[config.mk]
export PLATFORM = sky130hd
export DESIGN_NAME = uart_tx_mmio
export DESIGN_NICKNAME = d
export VERILOG_FILES = /design/src/rtl/uart_pkg.sv /design/src/rtl/sync_fifo.sv /design/src/rtl/uart_tx_mmio.sv
export SDC_FILE = /design/constraint.sdc
export NUM_CORES = 1
export LEC_CHECK = 0
export ABC_AREA = 0
export CORE_AREA = 2 2 180 94
export CTS_CLUSTER_DIAMETER = 50
export DETAILED_ROUTE_END_ITERATION = 8
export DIE_AREA = 0 0 182 96
export PLACE_DENSITY = 0.57
export SLEW_MARGIN = 20
export SYNTH_ARGS = -nofsm -noshare
export SYNTH_HDL_FRONTEND = slang
export SYNTH_SLANG_ARGS = --single-unit
[constraint.sdc]
create_clock -name clk -period 8.85 [get_ports clk]
set_input_delay 1.77 -clock clk [delete_from_list [all_inputs] [get_ports clk]]
set_output_delay 1.77 -clock clk [all_outputs]
set_load 0.02 [all_outputs]
[src/rtl/uart_pkg.sv]
// Shared types and register-map constants for the memory-mapped UART transmitter.
package uart_pkg;

   typedef enum logic [1:0] {
      IDLE,
      START,
      DATA,
      STOP
   } uart_state_t;

   // Word offsets within the 16-byte register block (DataAdr[3:2]).
   localparam logic [1:0] REG_TXDATA = 2'd0;
   localparam logic [1:0] REG_STATUS = 2'd1;

   localparam int STAT_FULL      = 0;
   localparam int STAT_EMPTY     = 1;
   localparam int STAT_BUSY      = 2;
   localparam int STAT_OVERFLOW  = 3;
   localparam int STAT_COUNT_LSB = 4;
   localparam int STAT_COUNT_MSB = 8;

endpackage

[src/rtl/sync_fifo.sv]
// Single-clock FIFO with first-word fall-through output; a push while full is
// accepted only when a pop frees a slot in the same cycle.
module sync_fifo #(
   parameter int WIDTH = 8,
   parameter int DEPTH = 8,
   localparam int AW = $clog2(DEPTH),
   localparam int CW = $clog2(DEPTH + 1)
) (
   input  logic             clk,
   input  logic             reset,
   input  logic             push,
   input  logic             pop,
   input  logic [WIDTH-1:0] din,
   output logic [WIDTH-1:0] dout,
   output logic             full,
   output logic             empty,
   output logic [CW-1:0]    count
);

   logic [WIDTH-1:0] mem [DEPTH];
   logic [AW-1:0]    rd_ptr;
   logic [AW-1:0]    wr_ptr;
   logic             do_push;
   logic             do_pop;

   assign do_pop  = pop && !empty;
   assign do_push = push && (!full || do_pop);
   assign full    = (count == CW'(DEPTH));
   assign empty   = (count == '0);
   assign dout    = mem[rd_ptr];

   // Pointers wrap naturally because DEPTH is a power of two.
   always_ff @(posedge clk) begin
      if (reset) begin
         rd_ptr <= '0;
         wr_ptr <= '0;
         count  <= '0;
      end else begin
         if (do_push) begin
            mem[wr_ptr] <= din;
            wr_ptr      <= wr_ptr + 1'b1;
         end
         if (do_pop) begin
            rd_ptr <= rd_ptr + 1'b1;
         end
         count <= count + CW'(do_push) - CW'(do_pop);
      end
   end

endmodule

[src/rtl/uart_tx_mmio.sv]
// Memory-mapped 8N1 UART transmitter: bus decode, STATUS/overflow, registered
// read port and the bit-serializer FSM fed from a small TX FIFO.
module uart_tx_mmio
   import uart_pkg::*;
#(
   parameter logic [31:0] BASE_ADDR  = 32'h0000_FF00,
   parameter int          BAUD_DIV   = 434,
   parameter int          FIFO_DEPTH = 8
) (
   input  logic        clk,
   input  logic        reset,
   input  logic        MemWrite,
   input  logic [31:0] DataAdr,
   input  logic [31:0] WriteData,
   output logic        io_hit,
   output logic        io_sel,
   output logic [31:0] ReadDataIO,
   output logic        tx,
   output logic        tx_busy
);

   localparam int          CW         = $clog2(FIFO_DEPTH + 1);
   localparam logic [15:0] BIT_RELOAD = 16'(BAUD_DIV - 1);

   logic [1:0]    reg_off;
   logic          wr_txdata;
   logic          wr_status;
   logic          push_ok;
   logic          fifo_pop;
   logic          fifo_full;
   logic          fifo_empty;
   logic [7:0]    fifo_dout;
   logic [CW-1:0] fifo_count;
   logic [CW-1:0] count_next;
   logic          frame_next;
   logic          bit_done;
   logic          overflow;
   logic [31:0]   status_word;
   logic          unused_bits;

   uart_state_t   state;
   logic [15:0]   bit_timer;
   logic [2:0]    bit_idx;
   logic [7:0]    shift;

   assign io_hit      = (DataAdr[31:4] == BASE_ADDR[31:4]);
   assign reg_off     = DataAdr[3:2];
   assign wr_txdata   = MemWrite && io_hit && (reg_off == REG_TXDATA);
   assign wr_status   = MemWrite && io_hit && (reg_off == REG_STATUS);
   assign unused_bits = ^{DataAdr[1:0], WriteData[31:8]};

   assign bit_done = (bit_timer == 16'd0);
   assign fifo_pop = !fifo_empty && ((state == IDLE) || ((state == STOP) && bit_done));
   assign push_ok  = wr_txdata && (!fifo_full || fifo_pop);

   // Look-ahead so tx_busy lands on the same edge as the FIFO and FSM it summarises.
   assign count_next = fifo_count + CW'(push_ok) - CW'(fifo_pop);
   assign frame_next = ((state != IDLE) && !((state == STOP) && bit_done)) || fifo_pop;

   sync_fifo #(
      .WIDTH (8),
      .DEPTH (FIFO_DEPTH)
   ) u_fifo (
      .clk   (clk),
      .reset (reset),
      .push  (wr_txdata),
      .pop   (fifo_pop),
      .din   (WriteData[7:0]),
      .dout  (fifo_dout),
      .full  (fifo_full),
      .empty (fifo_empty),
      .count (fifo_count)
   );

   always_comb begin
      status_word                                = '0;
      status_word[STAT_FULL]                     = fifo_full;
      status_word[STAT_EMPTY]                    = fifo_empty;
      status_word[STAT_BUSY]                     = tx_busy;
      status_word[STAT_OVERFLOW]                 = overflow;
      status_word[STAT_COUNT_MSB:STAT_COUNT_LSB] = 5'(fifo_count);
   end

   // Overflow only counts a truly lost byte: a push while full with no pop alongside.
   always_ff @(posedge clk) begin
      if (reset) begin
         overflow   <= 1'b0;
         tx_busy    <= 1'b0;
         io_sel     <= 1'b0;
         ReadDataIO <= '0;
      end else begin
         if (wr_status) begin
            overflow <= 1'b0;
         end else if (wr_txdata && fifo_full && !fifo_pop) begin
            overflow <= 1'b1;
         end
         tx_busy    <= frame_next || (count_next != '0);
         io_sel     <= io_hit;
         ReadDataIO <= (io_hit && (reg_off == REG_STATUS)) ? status_word : '0;
      end
   end

   // tx is registered and always set to the level of the bit being entered.
   always_ff @(posedge clk) begin
      if (reset) begin
         state     <= IDLE;
         tx        <= 1'b1;
         bit_timer <= '0;
         bit_idx   <= '0;
         shift     <= '0;
      end else begin
         case (state)
            IDLE: begin
               tx <= 1'b1;
               if (fifo_pop) begin
                  shift     <= fifo_dout;
                  bit_timer <= BIT_RELOAD;
                  tx        <= 1'b0;
                  state     <= START;
               end
            end
            START: begin
               if (bit_done) begin
                  bit_timer <= BIT_RELOAD;
                  bit_idx   <= '0;
                  tx        <= shift[0];
                  state     <= DATA;
               end else begin
                  bit_timer <= bit_timer - 16'd1;
               end
            end
            DATA: begin
               if (bit_done) begin
                  bit_timer <= BIT_RELOAD;
                  if (bit_idx == 3'd7) begin
                     tx    <= 1'b1;
                     state <= STOP;
                  end else begin
                     shift   <= {1'b0, shift[7:1]};
                     tx      <= shift[1];
                     bit_idx <= bit_idx + 3'd1;
                  end
               end else begin
                  bit_timer <= bit_timer - 16'd1;
               end
            end
            STOP: begin
               if (bit_done) begin
                  bit_timer <= BIT_RELOAD;
                  if (fifo_pop) begin
                     shift <= fifo_dout;
                     tx    <= 1'b0;
                     state <= START;
                  end else begin
                     tx    <= 1'b1;
                     state <= IDLE;
                  end
               end else begin
                  bit_timer <= bit_timer - 16'd1;
               end
            end
            default: begin
               tx    <= 1'b1;
               state <= IDLE;
            end
         endcase
      end
   end

endmodule

==> results of run 1 <==
[state kept, by name, summed over array words and instances, names as in the netlist, named ones only]
signal / count
u_fifo.count: 4
tx: 1
ReadDataIO: 8
io_sel: 1
u_fifo.wr_ptr: 3
overflow: 1
tx_busy: 1
state: 2
u_fifo.mem: 64
bit_timer: 16
u_fifo.rd_ptr: 3
shift: 8
bit_idx: 3
[cells by family after synthesis]
logic type      synth area share
simple gates               0.139
flops                      0.552
compound gates            0.0892
buf+inv                   0.0632
mux                       0.0945
fa+ha+maj                 0.0533
xor+xnor                 0.00805
other cells             0.000689
[per-layer routing]
layer,track usage,vias up,routed length (µm)
met2,0.198,138,4910
met3,0.0352,8,1060
met1,0.199,1803,5600
met4,0.0632,0,108
li1,-,1784,-
met5,0,-,0
[cells in the mapped netlist (all sizes together) (7+ instances only)]
library cell  count
edfxtp           64
dfxtp            54
nor2             31
buf              29
a21oi            28
inv              27
ha               20
nand2            18
mux4             16
nor4             15
o21ai            14
mux2i            12
and2             10
clkbuf            9
nor3              9
or3               8
nand3             7
o2bb2ai           7
[placed cells by master, fill, tap and decap left out, types with 9 or more instances in the layout]
| cell type | instances |
|---|---|
| edfxtp_1 | 64 |
| dfxtp_1 | 54 |
| clkdlybuf4s50_1 | 52 |
| nor2_1 | 31 |
| a21oi_1 | 28 |
| inv_1 | 27 |
| conb_1 | 24 |
| ha_1 | 20 |
| nand2_1 | 18 |
| clkbuf_16 | 17 |
| mux4_2 | 16 |
| o21ai_0 | 14 |
| nor4_1 | 13 |
| mux2i_1 | 12 |
| buf_4 | 11 |
| and2_1 | 10 |
| nor3_1 | 9 |
[stage by stage]
step	std cells	setup WS [ns]	hold WS (ns)	util	power, W
floorplan	474	4.29	0.430	-	0.00123
global placement	709	3.30	0.444	0.386	0.00138
detailed placement	709	3.28	0.448	0.386	0.00140
CTS	741	3.27	0.467	0.424	0.00211
global route	741	3.23	0.485	0.424	0.00222
finish	741	3.30	0.466	0.424	0.00209
[power by group]
group | switching (W) | internal [W] | total, W
clock | 0.000252 | 0.000445 | 0.000697
sequential | 0.0000713 | 0.000642 | 0.000713
combinational | 0.000389 | 0.000293 | 0.000683
[final timing paths]
path | startpoint | end | slack (ns) | cells past startpoint
worst max-delay path | DataAdr[5] | io_hit | 3.30 | 6
worst min-delay path | tx_busy | ReadDataIO[2] | 0.47 | 1
worst max register to register | bit_timer[0] | tx_busy | 5.05 | 13
worst min register to register | tx_busy | ReadDataIO[2] | 0.47 | 1
[cell type report]
class	instances	area, µm²	share of cell area
Multi-Input combinational cell	291	2190	0.323
Inverter	27	101	0.0150
Clock inverter	14	176	0.0261
Clock buffer	18	429	0.0635
Sequential cell	118	3000	0.444
Timing Repair Buffer	63	603	0.0892
Tap cell	210	263	0.0389
==> results by group, run 1 <==
Layout
  – Final non-filler cell area: 6760 µm²
  – Area grow syn2layout: 24.3%
  – Final Net Count: slightly above 600
  – Filler instances: 1500
  – N_diodes: 0
  – Share of cells above drive strength 1: 0.136

STA
  – Crit path time final: roughly 5.6 ns
  – Fin Clk Skew: approximately 0.0060 ns
  – Fmax: between 150 and 200 MHz
  – Setup-failing EPs final: 0
  – Setup_tns: 0 ns
  – Max-slew violation count: 0
  – Final hold vios: 0
  – Least-Margin Pin Slew: 0.825 ns
  – Final worst-path cycle share: 0.627
  – RSZ-0062 raised after global routing: no
  – Slew headroom: 0.449

Yosys
  – Avg Synthesized Cell Area: ~12 µm²
  – Post-Synthesis Cells: ~450
  – Seq cells post-synth: around 120
  – Largest area contributor in the netlist: edfxtp_1
  – Fraction of registers with async set/reset: 0
  – Netlist Area Pre-Place: between 5000 and 6000 µm²
  – Main synth FF type: edfxtp_1
  – YS warnings: 0
  – EDFF count, synth: 64
  – Area contributors post-synth: edfxtp_1, dfxtp_1, mux4_2
  – Seq/Total Area, Yosys: 0.552
  – Yosys top cell area share: 0.353
  – Netlist cell types: 55

Floorplanning
  – Die Ht: ~96 µm
  – Starting Density: 0.341
  – I/O pin cnt: ~100
  – Area of the die: around 17000 µm²
  – Die width: between 150 and 200 µm
  – Core ar.: around 16000 µm²
  – Num rows: 33

CTS
  – Cts bufs inserted: 17
  – Root buf cell: clkbuf_16
  – TritonCTS clock tree: done
  – Setup Fix Bufs, Post-CTS: 0
  – Clk buf depth: 2
  – H-tree depth: 4
  – Post-cts gate resize count: 0
  – Latest clock arrival within the worst-skew pair: 0.41 ns
  – Cts hold-fix bufs: 0
  – Clk slew on worst S/H paths: approximately 0.060 ns
  – Clock net sink count: between 100 and 150

Setup path
  – Critical path's top delay family: buffers and inverters
  – Crit path DAT: roughly 3.8 ns
  – Startpoint types: primary input
  – Element type at the critical path end: output port
  – WP data required: 7.08 ns
  – Worst Path Buf+Inv: 3
  – CP cell instances: clkdlybuf4s50_1, nor4b_1, nand4_1, or3_4, inv_1, clkdlybuf4s50_1
  – Critical Path Max Stage Delay: approximately 0.60 ns
  – Worst-path fanout max: 4
  – CP max stage cell: clkdlybuf4s50_1
  – Most Frequent Cell on Critical Path: clkdlybuf4s50_1
  – Setup CP Type: primary input to output port

Outcome
  – Outcome: complete, no violations

Routing
  – Total vias in the final route: roughly 3700
  – Remaining DRCs: 0
  – WL per Instance: approximately 16 µm
  – DR iter-0 viols: 278
  – Vias/cell: roughly 5.0
  – Drt pass-1 iters: 4
  – Antenna-violating nets left: 0
  – Drt total wl: 11700 µm

Power
  – Max IR drop VDD: ~140 µV
  – Pwr/cell area: between 300 and 400 nW/µm²
  – Pleak: approximately 2.4 nW

Min path
  – Min-delay worst type: register to register

Placement
  – Post-DP HPWL: approximately 8300 µm
  – Post-DP Area: ~6200 µm²
  – Port buffer count: 52
  – RD Place Congestion: roughly 0.79

Global routing
  – Vias in the first global route: approximately 3500
  – GRT Overall Usage: 0.139
  – First-pass GRT wire length: approximately 18000 µm
  – Largest net degree at the start of global routing: 35
  – Initial antenna violation count: 0
  – GR Overflow Total: 0

Job
  – Max-Cap Viols: 0
Note: power is estimated with default switching activity, not from simulation.
==> inputs of run 2 (changes only) <==
==> constraint.sdc (replaced) <==
create_clock -name clk -period 5.2 [get_ports clk]
set_input_delay 1.04 -clock clk [delete_from_list [all_inputs] [get_ports clk]]
set_output_delay 1.04 -clock clk [all_outputs]
set_load 0.02 [all_outputs]
==> run 2 against run 1 <==
  * Sequential cell count did not move
  * Cell count is 0.13% higher
  * Largest cell class unchanged
  * Via count down 0.38%
  * Global-route usage rose by 0.20 points
  * Wire length up 0.51%
  * Combinational power up 71%
  * Critical path depth unchanged
  * Sequential share of layout area decreased by 0.098 points
  * Largest power group is now clock
  * Design area increased by 0.22%
  * Clock skew rose by 0.0035 ns
==> results by group, run 2 (synthesis gave the netlist of run 1 again) <==
Setup path
  – CP cell instances: clkdlybuf4s50_1, nor4b_1, nand4_1, or3_4, inv_1, clkdlybuf4s50_1
  – Startpoint types: primary input
  – Crit path DAT: a little over 3 ns
  – WP data required: 4.16 ns
  – Worst-path fanout max: 4
  – Critical Path Max Stage Delay: approximately 0.60 ns
  – Setup CP Type: primary input to output port
  – CP max stage cell: clkdlybuf4s50_1
  – Most Frequent Cell on Critical Path: clkdlybuf4s50_1
  – Element type at the critical path end: output port

STA
  – Fin Clk Skew: 0.00956 ns
  – Setup-failing EPs final: 0
  – Final hold vios: 0
  – Crit path time final: around 4.1 ns
  – RSZ-0062 raised after global routing: no
  – Max-slew violation count: 0
  – Setup_tns: 0 ns
  – Final worst-path cycle share: 0.789
  – Slew headroom: 0.429
  – Least-Margin Pin Slew: about 0.85 ns
  – Fmax: about 240 MHz

Global routing
  – Initial antenna violation count: 0
  – GR Overflow Total: 0
  – GRT Overall Usage: 0.141
  – First-pass GRT wire length: between 15000 and 20000 µm
  – Vias in the first global route: 3586
  – Largest net degree at the start of global routing: 35

Layout
  – Final Net Count: slightly above 600
  – N_diodes: 0
  – Commonest non-fill, non-tap cells in the layout: edfxtp_1, dfxtp_1, clkdlybuf4s50_1
  – Most common cell after layout, fill and taps aside: edfxtp_1
  – Area grow syn2layout: 24.6%
  – Filler instances: approximately 1500
  – Biggest regs: u_fifo.mem (64), bit_timer (16)
  – Share of cells above drive strength 1: 0.137
  – Largest Register: u_fifo.mem
  – Largest register FFs: 64

CTS
  – Latest clock arrival within the worst-skew pair: around 0.41 ns
  – Cts hold-fix bufs: 0
  – Cts bufs inserted: 17
  – Setup Fix Bufs, Post-CTS: 0
  – Root buf cell: clkbuf_16
  – Clk buf depth: 2
  – Clk slew on worst S/H paths: 0.06 ns
  – Post-cts gate resize count: 0
  – TritonCTS clock tree: done
  – H-tree depth: 4
  – Clock net sink count: approximately 120

Floorplanning
  – Die Ht: around 96 µm
  – Starting Density: 0.341
  – Die width: 182 µm
  – I/O pin cnt: 103
  – Num rows: 33
  – Core ar.: approximately 16000 µm²
  – Area of the die: roughly 17000 µm²

Placement
  – Port buffer count: between 50 and 60
  – RD Place Congestion: 0.793
  – Post-DP HPWL: 8300 µm

Routing
  – Vias/cell: roughly 5
  – Drt pass-1 iters: 5
  – Drt total wl: around 12000 µm
  – DR iter-0 viols: roughly 280
  – Total vias in the final route: 3719
  – Remaining DRCs: 0
  – Highest metal layer with signal wires: met4
  – Met3 WL post-DR: about 960 µm
  – Routed wl met2: slightly below 5000 µm
  – Metal1 wirelength: about 5800 µm
  – Antenna-violating nets left: 0
  – WL per Instance: 15.8 µm

Power
  – Max IR drop VDD: 232 µV
  – Pleak: between 2 and 2.5 nW
  – Tot Pwr: around 0.0036 W
  – Pwr/cell area: 531 nW/µm²

Outcome
  – Outcome: complete, no violations

Job
  – Max-Cap Viols: 0

Min path
  – Min-delay worst type: register to register
run 2: routing by layer:
metal | GRT usage | up-vias
met4 | 0.0531 | 0
met2 | 0.203 | 141
met3 | 0.0416 | 7
li1 | - | 1786
met1 | 0.201 | 1785
met5 | 0 | -
run 2: critical path: cells and delay by family:
kind | cells | cell delay (ns)
and+or+nand+nor | 3 | 0.95
buffers and inverters | 3 | 1.07
run 2: area by class of cell:
class,instances,area (µm²),share of cell area
tap,210,263,0.0388
timing repair buffer,64,611,0.0901
clock buffer,17,425,0.0628
multi-input combinational,291,2180,0.322
sequential,118,3000,0.443
clock inverter,15,194,0.0286
inverter,27,101,0.0150
run 2: worst paths after layout:
path,startpoint,to,slack (ns),cells past startpoint
setup / recovery,DataAdr[5],io_hit,1.10,6
hold / removal,u_fifo.count[2],ReadDataIO[6],0.46,1
setup reg to reg,bit_timer[0],tx_busy,1.35,13
hold reg to reg,u_fifo.count[2],ReadDataIO[6],0.46,1
run 2: through the flow:
stage	cell area [µm²]	util	hold slack (ns)	worst slack (ns)	cells
final	6780	0.425	0.460	1.10	742
after CTS	6780	0.425	0.459	1.06	742
after floorplan	5530	-	0.430	1.39	474
after global routing	6780	0.425	0.468	0.981	742
after detailed placement	6160	0.386	0.446	0.864	710
after global placement	6160	0.386	0.443	0.946	710
run 2: report_power, final:
| part | leakage [nW] | internal, W | switching [W] | total [W] |
|---|---|---|---|---|
| sequential | 1.02 | 0.00109 | 0.000120 | 0.00121 |
| combinational | 1.14 | 0.000501 | 0.000670 | 0.00117 |
| clock | 0.299 | 0.000766 | 0.000452 | 0.00122 |
| total | 2.46 | 0.00236 | 0.00124 | 0.00360 |
